<file path="src/rtl/multdiv_ctrl.sv">
// Sequencing controller for the iterative 32-bit multiply/divide datapath.
// Latches operands, drives the shared iteration count and captures the selected result.
module multdiv_ctrl #(
  parameter int MULT_CYCLES = 17,
  parameter int DIV_CYCLES  = 33
) (
  input  logic        clk,
  input  logic        reset_n,
  input  logic        ctrl_MULT,
  input  logic        ctrl_DIV,
  input  logic [31:0] data_operandA,
  input  logic [31:0] data_operandB,
  input  logic [31:0] mult_result,
  input  logic        mult_exception,
  input  logic [31:0] div_quotient,
  input  logic        div_exception,
  output logic [31:0] op_a,
  output logic [31:0] op_b,
  output logic [31:0] count,
  output logic        sel_div,
  output logic        busy,
  output logic [31:0] data_result,
  output logic        data_exception,
  output logic        data_resultRDY
);

  typedef enum logic [1:0] {
    IDLE     = 2'd0,
    RUN_MULT = 2'd1,
    RUN_DIV  = 2'd2
  } state_t;

  localparam logic [31:0] MULT_LAST = 32'(MULT_CYCLES);
  localparam logic [31:0] DIV_LAST  = 32'(DIV_CYCLES);

  state_t      state_r;
  logic [31:0] op_a_r;
  logic [31:0] op_b_r;
  logic [31:0] count_r;
  logic        sel_div_r;
  logic        busy_r;
  logic [31:0] result_r;
  logic        exception_r;
  logic        rdy_r;
  logic        start_s;

  // Any request restarts the controller, even mid-run or on a completion edge.
  assign start_s = ctrl_MULT | ctrl_DIV;

  // Run sequencing: start/abort, count advance, result capture and RDY pulse.
  always_ff @(posedge clk or negedge reset_n) begin
    if (!reset_n) begin
      state_r     <= IDLE;
      op_a_r      <= 32'd0;
      op_b_r      <= 32'd0;
      count_r     <= 32'd0;
      sel_div_r   <= 1'b0;
      busy_r      <= 1'b0;
      result_r    <= 32'd0;
      exception_r <= 1'b0;
      rdy_r       <= 1'b0;
    end else begin
      rdy_r <= 1'b0;
      if (start_s) begin
        // Multiply has priority when both requests arrive together.
        op_a_r    <= data_operandA;
        op_b_r    <= data_operandB;
        count_r   <= 32'd0;
        sel_div_r <= ~ctrl_MULT;
        busy_r    <= 1'b1;
        state_r   <= ctrl_MULT ? RUN_MULT : RUN_DIV;
      end else begin
        case (state_r)
          IDLE: begin
            busy_r <= 1'b0;
          end
          RUN_MULT: begin
            if (count_r == MULT_LAST) begin
              result_r    <= mult_result;
              exception_r <= mult_exception;
              rdy_r       <= 1'b1;
              busy_r      <= 1'b0;
              state_r     <= IDLE;
            end else begin
              count_r <= count_r + 32'd1;
            end
          end
          RUN_DIV: begin
            if (count_r == DIV_LAST) begin
              result_r    <= div_quotient;
              exception_r <= div_exception;
              rdy_r       <= 1'b1;
              busy_r      <= 1'b0;
              state_r     <= IDLE;
            end else begin
              count_r <= count_r + 32'd1;
            end
          end
          default: begin
            busy_r  <= 1'b0;
            state_r <= IDLE;
          end
        endcase
      end
    end
  end

  assign op_a           = op_a_r;
  assign op_b           = op_b_r;
  assign count          = count_r;
  assign sel_div        = sel_div_r;
  assign busy           = busy_r;
  assign data_result    = result_r;
  assign data_exception = exception_r;
  assign data_resultRDY = rdy_r;

endmodule

</file>
<file path="config.mk">
export PLATFORM = sky130hd
export DESIGN_NAME = multdiv_ctrl
export DESIGN_NICKNAME = d
export VERILOG_FILES = /design/src/rtl/multdiv_ctrl.sv
export SDC_FILE = /design/constraint.sdc
export NUM_CORES = 1
export LEC_CHECK = 0
export ABC_AREA = 1
export CAP_MARGIN = 40
export CORE_UTILIZATION = 47
export DETAILED_ROUTE_END_ITERATION = 6
export PLACE_DENSITY = 0.86
export SYNTH_ARGS = -nofsm -noshare
export SYNTH_HDL_FRONTEND = slang
export SYNTH_SLANG_ARGS = --single-unit
export TNS_END_PERCENT = 10
</file>
<file path="constraint.sdc">
create_clock -name clk -period 4.9 [get_ports clk]
set_clock_uncertainty 0.2 [all_clocks]
set_input_delay 0.735 -clock clk [delete_from_list [all_inputs] [get_ports clk]]
set_output_delay 0.735 -clock clk [all_outputs]
set_load 0.1 [all_outputs]
</file>
==> metrics.yaml <==
grt_first_pass_wirelength_um: 49440
ir_worst_vdd_v: 0.0003072
fmax_mhz: 288.9
muxShareOfSynthArea: 0.04938
dp_hpwl_um: 21150
die_x_um: 121.3
synthAdderAreaFrac: 0.009353
finalWeightedCongestion: 0.9246
viasPerCell: 5.798
worstSetupPathType: "reg2reg"
vias: 8315
hold_path_class: "in2async"
p_seq_frac: 0.270
cts_buffers: 17
cts_tree: "done"
wl_per_cell_um: 22.71
cts_resized: 0
dr.first_iter.drc_count: 909
rr_worst_depth: 9
slew_violations: 0
drcViolationCount: 0
clk_pin_slew_worst_paths_ns: 0.06
setup_viol: 0
final.period_utilization: 0.7064
fp.dieArea_um2: 14710
hold_viol: 0
ys_types: 28
hold_buffers: 0
synth_compound_area_frac: 0.04508
wirelength_um: 32560
p_leak_nw: 5.722
synth_xor_area_frac: 0.01440
grt_max_degree: 74
final_cells: 1434
netlist_area_um2: 6689
insertion_delay_ns: 0.44
ios: 266
p_int_mw: 2.899
finalCriticalPeriod_ns: 3.462
synth.net_count: 993
ys_warn_count: 0
rows: 43
numPortBuffers: 265
grt_pass1_vias: 8906
cp_max_fo: 36
post-cts-setup-buffers: 0
clock_path_buffers: 2
grt_use_total: 0.4574
power_frac_clock: 0.260
cp.required_ns: 5.07
cellPowerDensity_nw_per_um2: 396.0
synth_cells: 854
ys_ff_latch: 134
ctsHtreeMaxLevel: 4
status: "finished clean"
combPwrFrac: 0.470
grt-ovfl-total: 0
dr.pass1.iters: 6
synth_top_family_by_area: "simple AND/OR/NAND/NOR gates"
initial_core_util: 0.4819
ys_seq_area_frac: 0.5013
dp_cells: 1402
cts_sinks: 134
area_growth_pct: 89.06
maxCapViolCount: 0
core_um2: 13880
antenna_found_initial: 0
clock-root-buffer: "clkbuf_16"
yosys.area_share.simple: 0.3264
ant_nets: 0
critPathCaptureType: "flop"
critPathLaunchType: "flop"
synth_top_area_share: 0.5013
synth_area_per_cell_um2: 7.832
rsz0062_at_grt: "false"
tightest_slew_ns: 0.8517
fp.dieH_um: 121.3
sw_frac_of_total: 0.4212
insertedDiodeCount: 0
tns_ns: 0
max_slew_margin: 0.4316
drive_gt1_frac: 0.1715
switchingPower_mw: 2.109
fin_nets: 1380
crit_arrival_ns: 3.63
synth.largest_area_cell: "dfrtp_1"
yosys-top-cells-area: "dfrtp_1 50%, nand2_1 22%, mux2i_1 4.9%"
[worst max-delay path: stages (launching register included)]
cell     delay (ns)
dfrtp_1        0.42
inv_1          0.12
ha_2           0.19
buf_4          0.51
nor2_1         0.11
inv_1          0.25
nand3_2        0.60
nand2_2        0.71
nand2_1        0.15
nand2_1        0.12
[cell type report]
type / count / area [µm²]
Timing Repair Buffer: 405 / 5349
Inverter: 41 / 153.9
Sequential cell: 134 / 3353
Clock inverter: 14 / 151.4
Clock buffer: 18 / 429.2
Tap cell: 180 / 225.2
Multi-Input combinational cell: 642 / 2984
Fill cell: 483 / 1235
[through the flow]
step / total power [mW] / worst slack, ns / area (µm²) / hold WS, ns / utilization
after floorplan: 2.503 / 2.356 / 6689 / 0.2394 / -
after global placement: 2.961 / 1.727 / 9408 / 0.2545 / 0.6778
after detailed placement: 3.668 / 1.494 / 12070 / 0.2665 / 0.8692
after CTS: 4.985 / 1.534 / 12650 / 0.04856 / 0.9110
after global routing: 5.100 / 1.322 / 12650 / 0.06172 / 0.9110
final: 5.008 / 1.438 / 12650 / 0.02837 / 0.9110
[layer usage]
layer / global-route usage / wire (µm) / vias to the layer above
met5: 0 / 0 / -
li1: - / - / 3445
met2: 0.7706 / 16220 / 742
met4: 0.3395 / 2558 / 0
met3: 0.1382 / 3153 / 220
met1: 0.4804 / 10630 / 3908
[power by group through the flow]
stage / Sequential (mW) / Clock (mW) / Combinational, mW
CTS: 1.35 / 1.29 / 2.35
floorplan: 2.30 / 0 / 0.207
global route: 1.36 / 1.34 / 2.40
global placement: 1.33 / 0 / 1.63
finish: 1.35 / 1.30 / 2.35
detailed placement: 1.35 / 0 / 2.32
[registers in the layout, indices dropped and copies added (netlist names)]
name / count
data_resultRDY: 1
state_r: 2
count: 32
busy: 1
op_a: 32
op_b: 32
data_result: 32
data_exception: 1
sel_div: 1
[final timing paths]
path	to	slack, ns	startpoint
max	count[28]$_DFFE_PN0P_	1.44	state_r[0]$_DFFE_PN0P_
min	count[12]$_DFFE_PN0P_	0.03	reset_n
max in group asynchronous	state_r[0]$_DFFE_PN0P_	3.38	reset_n
min reg2reg	data_result[26]$_DFFE_PN0P_	0.29	data_result[26]$_DFFE_PN0P_
min in group clk	data_result[26]$_DFFE_PN0P_	0.29	data_result[26]$_DFFE_PN0P_
max reg2reg	count[28]$_DFFE_PN0P_	1.44	state_r[0]$_DFFE_PN0P_
[cells in the final DEF (no fill, tap or decap), types with 6 or more instances in the layout]
cell type          n
clkbuf_16         17
o21ai_0            6
mux2i_1           33
nor2_2             9
a21oi_1            7
buf_16            50
nand2_1          385
inv_1             33
nor2_1            81
nand2_2           10
xor2_1             8
buf_8             84
o21ai_1           20
dfrtp_1          134
o21ai_2           13
nand3_1           47
inv_2              7
clkdlybuf4s50_1  264
[synthesized netlist by cell type (all sizes together)]
library cell and instances:
dfrtp 134, nand3b 2, clkinv 1, ha 5, clkbuf 21, nand3 49
xnor2 3, nor2 91, a21boi 1, o21bai 2, mux2i 33, a21oi 7
inv 40, xor2 8, buf 16, nand4 3, o21ai 39, and2 2
nand2 395, nor3 2
[logic make-up (layout without fill, tap and decap cells)]
kind of cell	after synthesis	after routing
AND/OR/NAND/NOR	544	544
flip-flops	134	134
XOR/XNOR	11	11
multiplexers	33	33
adder cells (fa/ha/maj)	5	5
AO/OA/AOI/OAI	49	49
buffers and inverters	78	478
No activity file was read; power rests on OpenSTA's default activity.
